$ cat src/rtl/array_mult_chk_pkg.sv
// rtl/array_mult_chk_pkg.sv - shared types and helpers for the array multiplier response checker
// Purpose: FSM state encoding and the iteration-counter width helper.
// Ports: none (package).
package array_mult_chk_pkg;

  typedef enum logic [1:0] {
    ST_IDLE = 2'd0,
    ST_MULT = 2'd1,
    ST_CMP  = 2'd2
  } chk_state_e;

  // The iteration counter must be able to hold the value N itself.
  function automatic int iter_width(input int n);
    return $clog2(n + 1);
  endfunction

endpackage

$ cat src/rtl/shift_add_mult_core.sv
// rtl/shift_add_mult_core.sv - iterative shift-add reference multiplier
// Purpose: recomputes a*x one multiplier bit per step, fixed N steps.
// Ports:
//   clk, rst_n     clock, async active-low reset
//   start          load a/x, clear accumulator and iteration count
//   step           perform one shift-add iteration
//   a [M], x [N]   operands sampled on start
//   last           N iterations have been performed
//   product [M+N]  accumulated product (valid when last)
module shift_add_mult_core
  import array_mult_chk_pkg::*;
#(
  parameter int M = 8,
  parameter int N = 8
) (
  input  logic           clk,
  input  logic           rst_n,
  input  logic           start,
  input  logic           step,
  input  logic [M-1:0]   a,
  input  logic [N-1:0]   x,
  output logic           last,
  output logic [M+N-1:0] product
);

  localparam int IW = iter_width(N);

  logic [M+N-1:0] acc_q, acc_d;
  logic [M+N-1:0] mcand_q, mcand_d;
  logic [N-1:0]   mplier_q, mplier_d;
  logic [IW-1:0]  iter_q, iter_d;

  always_comb begin
    acc_d    = acc_q;
    mcand_d  = mcand_q;
    mplier_d = mplier_q;
    iter_d   = iter_q;
    if (start) begin
      acc_d    = '0;
      mcand_d  = {{N{1'b0}}, a};
      mplier_d = x;
      iter_d   = '0;
    end else if (step) begin
      // acc cannot overflow: the final sum is at most (2^M-1)*(2^N-1).
      if (mplier_q[0]) begin
        acc_d = acc_q + mcand_q;
      end
      mcand_d  = mcand_q << 1;
      mplier_d = mplier_q >> 1;
      iter_d   = iter_q + IW'(1);
    end
  end

  always_ff @(posedge clk or negedge rst_n) begin
    if (!rst_n) begin
      acc_q    <= '0;
      mcand_q  <= '0;
      mplier_q <= '0;
      iter_q   <= '0;
    end else begin
      acc_q    <= acc_d;
      mcand_q  <= mcand_d;
      mplier_q <= mplier_d;
      iter_q   <= iter_d;
    end
  end

  assign last    = (iter_q == IW'(N));
  assign product = acc_q;

endmodule

$ cat config.mk
export PLATFORM = sky130hd
export DESIGN_NAME = shift_add_mult_core
export DESIGN_NICKNAME = d
export VERILOG_FILES = /design/src/rtl/array_mult_chk_pkg.sv /design/src/rtl/shift_add_mult_core.sv
export SDC_FILE = /design/constraint.sdc
export NUM_CORES = 1
export LEC_CHECK = 0
export BUFFER_PORTS_ARGS = -buffer_cell sky130_fd_sc_hd__clkbuf_2
export CORE_UTILIZATION = 45
export DETAILED_ROUTE_END_ITERATION = 8
export GPL_ROUTABILITY_DRIVEN = 0
export SYNTH_ARGS = -nofsm -noshare
export SYNTH_HDL_FRONTEND = slang
export SYNTH_SLANG_ARGS = --single-unit
$ cat constraint.sdc
create_clock -name clk -period 7.3 [get_ports clk]
set_clock_uncertainty 0.2 [all_clocks]
set_input_delay 0 -clock clk [delete_from_list [all_inputs] [get_ports clk]]
set_output_delay 0 -clock clk [all_outputs]
set_load 0.005 [all_outputs]
==> results.toml <==
[run_status]
status = "completed"

[sta]
hold_viol = 0
rsz0062_at_grt = "no"
slew_headroom = 0.303
fin_crit_sh = 0.352
fin_crit_ps = 2570
setup_tns_ps = 0
slew_violations = 0
final-setup-viol-count = 0
tightest_slew_ps = 1050
fmax_mhz = 389

[critical_path]
end_kind = "flip-flop"
crit_start = "product[0]$_DFFE_PN0P_"
cpMaxStageDelayCell = "or4_1"
crit_fanout = 3
critPathBufInv = 1
path_delay_family = "compound AO/OA/AOI/OAI gates"
cp-start-kind = "flip-flop"
crit_path_cell_trace = "ha_1 -> inv_1 -> fa_1 -> nor2b_4 -> o31a_2 -> o21ai_1 -> a211oi_1 -> or4_1 -> nand3_1"
cp_data_arrival_time_ps = 2610
cpPeakStageDelay_ps = 510
crit_type = "flip-flop to flip-flop"
crit_required_ps = 7340
r2r_start = "product[0]$_DFFE_PN0P_"

[final_layout]
fin_area_um2 = 3190
drive_gt1_frac = 0.152
fillCellCount = 538
area_delta_synth_final_pct = 16.7
n_antenna_cell = 0
nets = 380

[logic_synthesis]
yosys_most_used_dff = "dfrtp_1"
ys_ff_latch = 44
syn-num-nets = 338
synth_area_um2 = 2740
yosys_warnings = 0
synth_top_area_share = 0.403
synth.distinct_cells = 51
syn_inst = 300
yosysSeqAreaShare = 0.403
synth_edf_count = 0
synth_top_area_cell = "dfrtp_1"
ys_top_cells_by_area = "dfrtp_1 (40%), mux2i_1 (8.8%), ha_1 (7.8%)"
async_reset_ff_frac = 1.00
syn_avg_cell_area_um2 = 9.12

[global_routing]
grt_antenna_before_repair = 0
grt_use_total = 0.212
grt_pass1_wl_um = 10300
grt_pass1_vias = 2156
overflow = 0
grt_start_max_net_pins = 58

[route]
drt-vias-per-instance = 5.48
vias = 2289
wl_per_cell_um = 14.7
drt_pass1_iterations = 4
ant_nets = 0
first_iter_violations = 128
wl_um = 6160
drc = 0

[clock_network]
clock_path_buffers = 2
cts_num_sinks = 44
cts.hold.buffers_added = 17
clkTransAtPathRegs_ps = 90
clk_latency_ps = 300
htreeDepth = 2
cts_buffers = 5
tritoncts = "built"
post_cts_buffers = 0
cts_root_buffer = "clkbuf_8"
cts_resized = 0

[power_and_ir_drop]
leakage_uw = 0.00154
max-vdd-ir-drop_v = 0.0000961
cellPowerDensity_nw_per_um2 = 164

[floorplanning]
fp.dieW_um = 80.0
fp.dieH_um = 80.0
ios = 37
die-area_um2 = 6390
start_util = 0.465
rows = 28
core_area_um2 = 5890

[placed_design]
dp_hpwl_um = 4180
numPortBuffers = 36
place_area_um2 = 2930

[run]
maxCapViolCount = 0

[hold_path]
min_path_type = "input pin to asynchronous set/reset pin"
[cell usage after synthesis, types with 3 or more instances]
cell type / number
o2111ai_1: 3
nand4_1: 6
nand2_1: 35
o21a_1: 3
xor2_1: 3
buf_2: 8
mux2i_1: 24
nor2_1: 23
o21ai_0: 22
inv_1: 11
dfrtp_1: 44
a211oi_1: 5
nand3_1: 11
clkbuf_1: 9
and3_1: 3
nor3_1: 7
a21o_1: 6
nor3b_1: 3
a21oi_1: 19
o21ai_1: 3
ha_1: 17
[state kept, by name (all words and copies together) (netlist names)]
register and flops:
iter_q 4, product 16, mcand_q 16, mplier_q 8
[report_power, final]
group / internal, uW / switching, uW
registers: 258 / 12.1
clock network: 66.9 / 89.9
logic: 42.5 / 55.9
[cell families after synthesis]
kind of cell,synth area share
AO/OA/AOI/OAI,0.197
XOR/XNOR,0.0160
adder cells (fa/ha/maj),0.0851
buffers and inverters,0.0453
flip-flops,0.403
multiplexers,0.0878
AND/OR/NAND/NOR,0.166
[metrics by stage]
stage / hold slack [ps] / power [uW] / cells / setup WS (ps) / utilization
global placement: -77.6 / 365 / 393 / 4760 / 0.499
detailed placement: -75.0 / 366 / 393 / 4700 / 0.499
global route: 186 / 553 / 418 / 4580 / 0.542
floorplan: -496 / 337 / 300 / 4960 / -
CTS: 130 / 529 / 418 / 4740 / 0.542
finish: 95.8 / 525 / 418 / 4730 / 0.542
[layout by cell type, fill, tap and decap left out, drive strengths merged, types with 4 or more instances in the layout]
cell type	netlist	final
dfrtp	44	44
clkbuf	10	41
nand2	35	35
o21ai	26	26
mux2i	24	24
nor2	23	23
a21oi	19	19
ha	17	17
dlygate4sd3	0	17
inv	11	11
nand3	11	11
nor3	7	7
nand4	6	6
a21o	6	6
a211oi	6	6
o2111ai	4	4
[cell type report]
class	count	area, um^2	area share
clock buffers	5	68.8	0.0216
clock inverters	3	18.8	0.00588
inverters	11	41.3	0.0129
multi-input cells	226	1510	0.473
flip-flops and latches	44	1100	0.345
well taps	75	93.8	0.0294
repair buffers	54	358	0.112
[worst reg2reg max path, delay by kind of cell (launching register included)]
kind                     cells  cell delay, ps
AO/OA/AOI/OAI                3             670
AND/OR/NAND/NOR              3             660
adder cells (fa/ha/maj)      2             490
flip-flops                   1             410
buffers and inverters        1              90
[layer usage]
| metal | GRT usage | part of all wire | vias to the layer above |
|---|---|---|---|
| li1 | - | - | 1163 |
| met3 | 0.0354 | 0.036 | 7 |
| met5 | 0 | 0 | - |
| met2 | 0.346 | 0.47 | 46 |
| met1 | 0.285 | 0.48 | 1073 |
| met4 | 0.0661 | 0.014 | 0 |
[final timing paths]
| kind | to | slack, ps | depth (start not counted) |
|---|---|---|---|
| max | product[14]$_DFFE_PN0P_ | 4730 | 9 |
| min | product[15]$_DFFE_PN0P_ | 100 | 3 |
| max reg2reg | product[14]$_DFFE_PN0P_ | 4730 | 9 |
| min reg2reg | mplier_q[7]$_DFFE_PN0P_ | 350 | 2 |
| max in group asynchronous | iter_q[0]$_DFFE_PN0P_ | 6410 | 3 |
| min in group clk | mcand_q[7]$_DFFE_PN0P_ | 240 | 4 |
Note: power is estimated with default switching activity, not from simulation.
